--- config.mk ---
export PLATFORM = sky130hd
export DESIGN_NAME = mem_port_arbiter
export DESIGN_NICKNAME = d
export VERILOG_FILES = /design/src/rtl/mem_arb_pkg.sv /design/src/rtl/mem_arb_pick.sv /design/src/rtl/mem_port_arbiter.sv
export SDC_FILE = /design/constraint.sdc
export NUM_CORES = 1
export LEC_CHECK = 0
export CAP_MARGIN = 0
export CORE_UTILIZATION = 43
export CTS_BUF_LIST = sky130_fd_sc_hd__clkbuf_4 sky130_fd_sc_hd__clkbuf_8 sky130_fd_sc_hd__clkbuf_16
export CTS_CLUSTER_DIAMETER = 60
export DETAILED_ROUTE_END_ITERATION = 6
export PLACE_DENSITY = 0.85
export SETUP_SLACK_MARGIN = 0.3
export SLEW_MARGIN = 20
export SYNTH_ARGS = -nofsm -noshare
export SYNTH_HDL_FRONTEND = slang
export SYNTH_SLANG_ARGS = --single-unit
--- constraint.sdc ---
create_clock -name clk -period 4.9 [get_ports clk]
set_clock_uncertainty 0.2 [all_clocks]
set_input_delay 0.49 -clock clk [delete_from_list [all_inputs] [get_ports clk]]
set_output_delay 0.49 -clock clk [all_outputs]
set_load 0.05 [all_outputs]
--- src/rtl/mem_arb_pkg.sv ---
// Shared types and constants for the memory port arbiter.
// Imported by the top level and the winner-selection block.
package mem_arb_pkg;

  typedef enum logic [1:0] {
    IDLE = 2'd0,
    WAIT = 2'd1,
    XFER = 2'd2
  } arb_state_t;

  typedef enum logic {
    PORT_IF = 1'b0,
    PORT_D  = 1'b1
  } port_id_t;

  localparam logic [1:0] LEN_BYTE = 2'b00;
  localparam logic [1:0] LEN_HALF = 2'b01;
  localparam logic [1:0] LEN_WORD = 2'b10;

  // Width of the wait and starve counters; both parameters are limited to 15.
  localparam int CNT_W = 4;

endpackage

--- src/rtl/mem_arb_pick.sv ---
// Combinational winner selection between fetch and data requesters,
// plus the next value of the fetch-starvation counter.
module mem_arb_pick
  import mem_arb_pkg::*;
#(
  parameter int STARVE_LIMIT = 4
) (
  input  logic             i_arb_en,
  input  logic             i_if_req,
  input  logic             i_d_req,
  input  logic [CNT_W-1:0] i_starve_cnt,
  output logic             o_pick_if,
  output logic             o_pick_d,
  output logic [CNT_W-1:0] o_starve_nxt
);

  localparam logic [CNT_W-1:0] LIMIT = CNT_W'(STARVE_LIMIT);

  logic w_force_if;
  logic w_pick_if;
  logic w_pick_d;

  assign w_force_if = (i_starve_cnt == LIMIT);
  // Data wins by default; fetch wins when alone or once it has waited long enough.
  assign w_pick_if  = i_arb_en && i_if_req && (!i_d_req || w_force_if);
  assign w_pick_d   = i_arb_en && i_d_req && !w_pick_if;

  assign o_pick_if = w_pick_if;
  assign o_pick_d  = w_pick_d;

  always_comb begin
    o_starve_nxt = i_starve_cnt;
    if (i_arb_en) begin
      if (w_pick_if || !i_if_req) begin
        o_starve_nxt = '0;
      end else if (w_pick_d && (i_starve_cnt != LIMIT)) begin
        o_starve_nxt = i_starve_cnt + 1'b1;
      end
    end
  end

endmodule

--- src/rtl/mem_port_arbiter.sv ---
// Shares one byte-addressed data memory between the fetch and load/store ports:
// one access at a time, optional wait states, registered one-cycle responses.
module mem_port_arbiter
  import mem_arb_pkg::*;
#(
  parameter int WAIT_CYCLES  = 0,
  parameter int STARVE_LIMIT = 4
) (
  input  logic        clk,
  input  logic        rst,
  input  logic        if_req,
  input  logic [31:0] if_addr,
  output logic        if_gnt,
  output logic        if_rvalid,
  output logic [31:0] if_rdata,
  input  logic        d_req,
  input  logic        d_wr,
  input  logic [31:0] d_addr,
  input  logic [31:0] d_wdata,
  input  logic [1:0]  d_length,
  input  logic        d_sign,
  output logic        d_gnt,
  output logic        d_rvalid,
  output logic [31:0] d_rdata,
  output logic        mem_enable,
  output logic        mem_wr,
  output logic [31:0] mem_addr,
  output logic [31:0] mem_data_in,
  output logic [1:0]  mem_length,
  output logic        mem_sign,
  input  logic [31:0] mem_data_out,
  output logic        busy
);

  localparam logic [CNT_W-1:0] WAIT_LAST = CNT_W'(WAIT_CYCLES - 1);

  arb_state_t       r_state;
  logic [CNT_W-1:0] r_wait_cnt;
  logic [CNT_W-1:0] r_starve;
  port_id_t         r_port;
  logic [31:0]      r_addr;
  logic             r_wr;
  logic [31:0]      r_wdata;
  logic [1:0]       r_length;
  logic             r_sign;
  logic             r_if_rvalid;
  logic             r_d_rvalid;
  logic [31:0]      r_if_rdata;
  logic [31:0]      r_d_rdata;

  logic             w_arb_en;
  logic             w_pick_if;
  logic             w_pick_d;
  logic [CNT_W-1:0] w_starve_nxt;
  logic             w_xfer;

  // Handshake: a requester holds req with its command stable until the
  // combinational gnt pulse; the command is captured on that cycle's posedge
  // and the single-cycle rvalid follows WAIT_CYCLES + 2 cycles after gnt.
  assign w_arb_en = (r_state == IDLE) && !rst;

  mem_arb_pick #(
    .STARVE_LIMIT(STARVE_LIMIT)
  ) u_pick (
    .i_arb_en    (w_arb_en),
    .i_if_req    (if_req),
    .i_d_req     (d_req),
    .i_starve_cnt(r_starve),
    .o_pick_if   (w_pick_if),
    .o_pick_d    (w_pick_d),
    .o_starve_nxt(w_starve_nxt)
  );

  // rst gates the strobe directly so a store caught mid-access is never written.
  assign w_xfer      = (r_state == XFER) && !rst;
  assign mem_enable  = w_xfer;
  assign mem_wr      = w_xfer && r_wr;
  assign mem_addr    = r_addr;
  assign mem_data_in = r_wdata;
  assign mem_length  = r_length;
  assign mem_sign    = r_sign;

  assign if_gnt    = w_pick_if;
  assign d_gnt     = w_pick_d;
  assign if_rvalid = r_if_rvalid;
  assign if_rdata  = r_if_rdata;
  assign d_rvalid  = r_d_rvalid;
  assign d_rdata   = r_d_rdata;
  assign busy      = (r_state != IDLE);

  always_ff @(posedge clk) begin
    if (rst) begin
      r_state     <= IDLE;
      r_wait_cnt  <= '0;
      r_starve    <= '0;
      r_port      <= PORT_IF;
      r_addr      <= '0;
      r_wr        <= 1'b0;
      r_wdata     <= '0;
      r_length    <= '0;
      r_sign      <= 1'b0;
      r_if_rvalid <= 1'b0;
      r_d_rvalid  <= 1'b0;
      r_if_rdata  <= '0;
      r_d_rdata   <= '0;
    end else begin
      r_if_rvalid <= 1'b0;
      r_d_rvalid  <= 1'b0;
      r_starve    <= w_starve_nxt;
      case (r_state)
        IDLE: begin
          r_wait_cnt <= '0;
          if (w_pick_if) begin
            r_port   <= PORT_IF;
            r_addr   <= if_addr;
            r_wr     <= 1'b0;
            r_wdata  <= '0;
            r_length <= LEN_WORD;
            r_sign   <= 1'b0;
            r_state  <= (WAIT_CYCLES > 0) ? WAIT : XFER;
          end else if (w_pick_d) begin
            r_port   <= PORT_D;
            r_addr   <= d_addr;
            r_wr     <= d_wr;
            r_wdata  <= d_wdata;
            r_length <= d_length;
            r_sign   <= d_sign;
            r_state  <= (WAIT_CYCLES > 0) ? WAIT : XFER;
          end
        end
        WAIT: begin
          if (r_wait_cnt == WAIT_LAST) begin
            r_state <= XFER;
          end else begin
            r_wait_cnt <= r_wait_cnt + 1'b1;
          end
        end
        XFER: begin
          r_state <= IDLE;
          if (r_port == PORT_IF) begin
            r_if_rvalid <= 1'b1;
            r_if_rdata  <= mem_data_out;
          end else begin
            r_d_rvalid <= 1'b1;
            r_d_rdata  <= r_wr ? 32'h0 : mem_data_out;
          end
        end
        default: r_state <= IDLE;
      endcase
    end
  end

endmodule

Word-level counts from Yosys, hierarchy flattened. Cells that the tools add are included.

Flip-flop bits (word level): 145. Bits of input ports: 136. Output and inout port bits: 138.

Add/subtract/negate cells: 2. Equality and inequality tests: 8. Multiplexer cells: 23. Bitwise gates (word level): 2. Reduce and logical (&&, ||, !) cells: 26.

Operators with widths (count): two-way mux 32 bit (5); two-way mux 4 bit (3); AND reduction 2 bit (6); two-way mux 2 bit (5); adder 4 x 1 -> 4 bit, second input constant (2); logical AND 1 bit (8); two-way mux 1 bit (8); one-hot mux 4 bit (2 select lines) (1); nonzero test 2 bit (4); equality test 4 x 3 -> 1 bit, second input constant (1); equality test 4 bit, second input constant (1); zero test 1 bit (4); inequality test 2 bit, second input constant (2); inequality test 4 x 3 -> 1 bit, second input constant (1); one-hot mux 2 bit (2 select lines) (1); inequality test 3 x 1 -> 1 bit, second input constant (1); equality test 2 x 1 -> 1 bit, second input constant (1); equality test 2 bit, second input constant (1); zero test 2 bit (1); logical OR 1 bit (2); inverter 1 bit (2); OR reduction 2 bit (1).

Longest topological paths before layout. Gate-level depths: netlist (run 1).

Depth after elaboration: 9. Depth in mapped cells: 7.

By module. From an unflattened synthesis (run 1), not the netlist that was laid out.

Cells, all modules: 525. Area total of the unflattened synthesis: 5474.0 um2.

Modules (own cells, without submodules): mem_port_arbiter (instances 1, cells each 502, area each 5325.1 um2, sequential area each 2802.7 um2); mem_arb_pick (instances 1, cells each 23, area each 148.9 um2, sequential area each 0.0 um2).

Worst setup path after synthesis (run 1). No wires, ideal clock.

Path type: register -> output. Start: register r_state[1]. End: output mem_wr. Data arrival time: 2.573 ns. Data required time: 4.210 ns. Slack: 1.637 ns. Stages on the path, launching flop included: 5. Buffers on the path: 2. Cells stage by stage: dfxtp_1 buf_2 clkbuf_1 nor2b_1 and2_1.

Word-level cells in the longest chain between the ends: 3.

RTL lines: from (decl) (line mem_port_arbiter.sv:37) `arb_state_t r_state;`; from (signal assigned) (line mem_port_arbiter.sv:120) `r_state <= (WAIT_CYCLES > 0) ? WAIT : XFER;`; from (signal assigned) (line mem_port_arbiter.sv:128) `r_state <= (WAIT_CYCLES > 0) ? WAIT : XFER;`; equality test 2 bit (line mem_port_arbiter.sv:75) `assign w_xfer = (r_state == XFER) && !rst;`; logical AND 1 bit (line mem_port_arbiter.sv:75); net mem_enable (line mem_port_arbiter.sv:25) `output logic mem_enable,`; logical AND 1 bit (line mem_port_arbiter.sv:77) `assign mem_wr = w_xfer && r_wr;`; to (decl) (line mem_port_arbiter.sv:26) `output logic mem_wr,`.

The timed path passes the listed nets, and every way through them passes these cells.

Worst setup path in the final report (run 1).
Start: register r_state[1]. End: output busy.

Word-level cells in the longest chain between the ends: 1.

RTL lines: nonzero test 2 bit (line mem_port_arbiter.sv:89) `assign busy = (r_state != IDLE);`; to (decl) (line mem_port_arbiter.sv:32) `output logic busy`.

No other way between the ends.

==> results.cfg, run 1 <==
[sta]
final_max_slew_viol_count = 0
worstMarginPinSlew_ps = 1040
setup_viol_count_final = 0
whs_ps = 174
fmax_mhz = 301
post-route-worst-setup-slack_ps = 1580
hold_violations = 0
rsz0062_at_grt = false
slew_headroom = 0.305
setup_tns_ps = 0
post-route-min-period_ps = 3320
fin_crit_sh = 0.679

[critical_path]
r2r-end = if_rdata[28]
cp_slowest_cell = clkdlybuf4s50_1
required_ps = 4210
cp-start-kind = flip-flop
r2r_start = r_state[1]
path_class = reg -> out
arrival_ps = 2630
rr_worst_depth = 5
slowest_delay_ps = 920
endpoint_kind = primary output
reg2reg_setup_slack_ps = 2180
critPathMaxFanout = 54
crit_start = r_state[1]
crit_chain = buf_4 > clkdlybuf4s50_1

[detailed_routing]
drtAntennaViolNets = 0
wl_met2_um = 9240
wl_per_cell_um = 17.7
route.detailed.drc = 0
route.met3.wl_um = 1320
vias_per_cell = 5.59
highest_layer = met4
drt_iter0_drc = 539
via_count = 5719
drt-met1-wl_um = 6950
drt-total-wl_um = 18100
dr.pass1.iters = 5

[clocking]
cts_resized = 0
hold_buffers = 0
ctsLongestPathBuffers = 2
cts_tree = built
post-cts-setup-buffers = 0
htreeDepth = 4
cts-root-buf = clkbuf_16
clk_pin_slew_ps = 60
clock_latency_ps = 400
cts_buffers = 17
cts_sinks = 140

[synth]
synthFlopType = dfxtp_1
synth-edff-count = 0
yosysTopAreaCell = dfxtp_1
syn-cell-area_um2 = 5510
ys_seq_area_frac = 0.509
yosys_warnings = 0
yosys.area.top_type_share = 0.509
synth_cells = 610
ys_seq_elements = 140
synthDistinctLibCells = 37
synth.area.top_cells = dfxtp_1 (51%), a21oi_1 (8.2%), nand2_1 (6.7%)
synth_area_per_cell_um2 = 9.03
ys_async_sr_fraction = 0
synthesis.nets = 748

[layout]
nets = 981
fill_cells = 875
final_core_util = 0.724
diodes = 0
layout-drive-gt1-share = 0.0608
area_growth_pct = 61.1
fin_area_um2 = 8870

[placed_design]
io_buffers = 273
dp_slack_ps = 1720
place_area_um2 = 8250
gp_congestion = 0.806
hpwl_um = 12100

[global_route]
grt_pass1_vias = 5738
grt_pass1_wl_um = 28000
grt_max_degree = 99
track_usage = 0.270
antenna_found_initial = 0
grt_overflow_total = 0

[hold_path]
holdCritStartpoint = rst
whs_endpoint = r_starve[2]
hp-class = in -> reg
hold_depth = 2

[power_and_ir_drop]
p_per_area_nw_per_um2 = 371
irDropWorstVdd_mv = 0.228
p_leak_nw = 3.06

[job]
cap_violations = 0

[floorplan]
die_area_um2 = 13300
floorplan.initialDensity = 0.449
core_um2 = 12300
die_h_um = 115
rows = 40
num_io_pins = 274
dieWidth_um = 115

[outcome]
status = complete, no violations
power by group:
group | switching (mW) | internal (mW)
logic | 0.416 | 0.271
clock network | 0.479 | 0.874
registers | 0.0462 | 1.21
total | 0.941 | 2.35
worst max-delay path, delay by kind of cell, from the launching register on:
kind | cells | cell delay, ps
buf+inv | 2 | 1510
flops | 1 | 710
logic make-up after synthesis:
family | Yosys count | share of synthesized area
DFF | 140 | 0.509
AOI/OAI and AO/OA | 176 | 0.213
buffers and inverters | 72 | 0.0531
adders and majority gates | 2 | 0.00454
muxes | 1 | 0.00182
and+or+nand+nor | 219 | 0.219
worst max-delay path by stage:
stage                         to  slack (ps)  cells after the start
final                       busy        1580                      2
after floorplan           mem_wr        1640                      4
after detailed placement  if_gnt        1720                      4
after global placement    if_gnt        1770                      4
after CTS                   busy        1590                      2
after global routing        busy        1470                      2
stage by stage:
stage | power, mW | instances
after detailed placement | 1.96 | 992
final | 3.29 | 1023
after CTS | 3.31 | 1023
after global routing | 3.39 | 1023
after floorplan | 1.67 | 610
after global placement | 1.95 | 992
sequential cells by signal, summed over array words and instances, names as in the netlist:
name and flops:
if_rdata 32, d_rdata 32, mem_addr 32, r_state 1, d_rvalid 1, mem_data_in 32
mem_length 2, r_wr 1, if_rvalid 1, mem_sign 1, r_port 1, r_starve 4
metal layers:
layer / vias up / track usage
met2: 296 / 0.480
met1: 2693 / 0.297
met5: - / 0
met4: 0 / 0.143
li1: 2689 / -
met3: 41 / 0.0675
cell usage after synthesis (all sizes together), types with 2 or more instances:
| library cell | instances |
|---|---|
| nor2b | 3 |
| nand3 | 36 |
| nand3b | 4 |
| nor2 | 4 |
| a21oi | 90 |
| dfxtp | 140 |
| buf | 23 |
| o21ai | 12 |
| nand4b | 33 |
| ha | 2 |
| a221o | 32 |
| o211ai | 34 |
| nor3b | 33 |
| inv | 3 |
| nand2 | 99 |
| clkbuf | 45 |
cells in the final DEF (no fill, tap or decap), types with 2 or more instances in the layout:
cell,instances
a21oi_1,90
a221o_1,32
buf_4,11
bufinv_16,4
clkbuf_16,17
clkbuf_4,2
clkdlybuf4s50_1,271
clkinv_2,3
clkinv_4,3
dfxtp_1,139
ha_1,2
inv_1,3
nand2_1,98
nand3_1,36
nand3b_1,3
nand4b_1,33
nor2_1,2
nor2_2,2
nor2b_1,2
nor3b_1,33
o211ai_1,34
o21ai_0,12
final cells by class:
type	count	area, um^2	share of cell area
clock inverter	11	169	0.0190
clock buffer	20	454	0.0512
inverter	4	15.0	0.00169
sequential	140	2800	0.316
tap	168	210	0.0237
timing repair buffer	282	2800	0.315
multi-input combinational	398	2430	0.274
(Power assumes the default switching activity.)
==> run 2: changes to the inputs <==
--- a/config.mk
+++ b/config.mk
@@ -6,11 +6,11 @@
 export NUM_CORES = 1
 export LEC_CHECK = 0
 export CAP_MARGIN = 0
-export CORE_UTILIZATION = 43
+export CORE_UTILIZATION = 40
 export CTS_BUF_LIST = sky130_fd_sc_hd__clkbuf_4 sky130_fd_sc_hd__clkbuf_8 sky130_fd_sc_hd__clkbuf_16
 export CTS_CLUSTER_DIAMETER = 60
 export DETAILED_ROUTE_END_ITERATION = 6
-export PLACE_DENSITY = 0.85
+export PLACE_DENSITY = 0.8
 export SETUP_SLACK_MARGIN = 0.3
 export SLEW_MARGIN = 20
 export SYNTH_ARGS = -nofsm -noshare
==> constraint.sdc (replaced) <==
create_clock -name clk -period 3.1 [get_ports clk]
set_clock_uncertainty 0.2 [all_clocks]
set_input_delay 0.31 -clock clk [delete_from_list [all_inputs] [get_ports clk]]
set_output_delay 0.31 -clock clk [all_outputs]
set_load 0.05 [all_outputs]
==> run 2 against run 1 <==
  * The run now ends with design-rule violations left
  * Largest cell class is now non-clock buffers
  * Critical endpoint is now mem_enable
  * Largest power group is now registers
  * Hold slack got worse by 160 ps
  * Sequential power rose by 58%
  * Die area rose by 7.4%
  * Sequential share of layout area barely moved
==> results.cfg, run 2 (synthesis results as in run 1) <==
[power_and_ir_drop]
finalPower_mw = 4.90
irDropWorstVdd_mv = 0.328
p_leak_nw = 3.09
p_per_area_nw_per_um2 = 552

[placed_design]
gp_congestion = 0.820
io_buffers = 273
hpwl_um = 12300

[floorplan]
floorplan.initialDensity = 0.413
die_area_um2 = 14200
num_io_pins = 274
core_um2 = 13300
die_h_um = 119
dieWidth_um = 119
rows = 42

[critical_path]
critPathMaxFanout = 16
endpoint_kind = primary output
required_ps = 2590
r2r_start = r_state[1]
path_class = reg -> out
crit_start = r_state[1]
arrival_ps = 2160
cp-start-kind = flip-flop

[clocking]
cts_tree = built
cts_buffers = 17
ctsLongestPathBuffers = 2
htreeDepth = 4
cts_sinks = 140
post-cts-setup-buffers = 0
clk_pin_slew_ps = 60
clock_latency_ps = 420
hold_buffers = 0
cts-root-buf = clkbuf_16

[detailed_routing]
drtAntennaViolNets = 0
dr.pass1.iters = 7
wl_per_cell_um = 17.4
drt_iter0_drc = 520
drt-total-wl_um = 18000
route.detailed.drc = 2
vias_per_cell = 5.58
via_count = 5790

[layout]
most-common-layout-cells = clkdlybuf4s50_1 (268), dfxtp_1 (139), nand2_1 (99)
layout-drive-gt1-share = 0.0708
final_common_cell = clkdlybuf4s50_1
area_growth_pct = 61.0
diodes = 0
nets = 987

[hold_path]
hp-class = in -> reg
holdCritStartpoint = rst

[sta]
setup_viol_count_final = 0
slew_headroom = 0.343
fin_crit_sh = 0.862
rsz0062_at_grt = false
final_max_slew_viol_count = 0
post-route-min-period_ps = 2670
worstMarginPinSlew_ps = 980
hold_violations = 0
setup_tns_ps = 0
fmax_mhz = 374

[global_route]
grt_pass1_wl_um = 28200
track_usage = 0.250
grt_max_degree = 94
grt_pass1_vias = 5521
grt_overflow_total = 0
antenna_found_initial = 0

[job]
cap_violations = 0

[outcome]
status = finished with violations
violations = design-rule violations
-- run 2: layer usage --
metal | wire length [um] | vias up | share of wire | GRT usage
met1 | 7230 | 2754 | 0.40 | 0.303
met4 | 503 | 0 | 0.028 | 0.116
li1 | - | 2698 | - | -
met3 | 1510 | 38 | 0.083 | 0.0761
met5 | 0 | - | 0 | 0
met2 | 8800 | 300 | 0.49 | 0.404
-- run 2: stage by stage --
stage	area, um^2	hold slack, ps	worst slack, ps	utilization	instances
2_1_floorplan	5510	244	328	-	610
3_3_place_gp	8340	238	351	0.625	1006
3_5_place_dp	8340	245	530	0.625	1006
4_1_cts	8870	14.8	310	0.665	1038
5_1_grt	8870	45.0	325	0.665	1038
6_report	8870	10.3	427	0.665	1038
-- run 2: area by class of cell --
cell class / count / area, um^2
fillers: 1077 / 4470
repair buffers: 288 / 2880
flip-flops and latches: 140 / 2800
multi-input cells: 398 / 2420
clock buffers: 24 / 490
well taps: 176 / 220
clock inverters: 8 / 43.8
inverters: 4 / 15.0
-- run 2: critical path, stage by stage, from the launching register on --
cell,delay [ps]
dfxtp_2,530
nor2b_2,330
clkdlybuf4s50_1,890
-- run 2: final timing paths --
| path | slack, ps | cells past startpoint | to |
|---|---|---|---|
| min | 10 | 2 | r_starve[2] |
| max | 430 | 2 | mem_enable |
| max reg2reg | 810 | 6 | if_rdata[4] |
| min reg2reg | 250 | 2 | d_rdata[22] |
-- run 2: where the power goes --
part | switching (mW) | leakage, nW | internal, mW
clock network | 0.720 | 0.278 | 1.10
logic | 0.669 | 1.67 | 0.436
registers | 0.0633 | 1.15 | 1.91
-- run 2: repair_timing --
action / CTS / global route
resized for setup: 1 / 1
endpoints found under the setup margin: 1 / 2
hold endpoints to repair: 0 / 0
pin swaps: 0 / 1
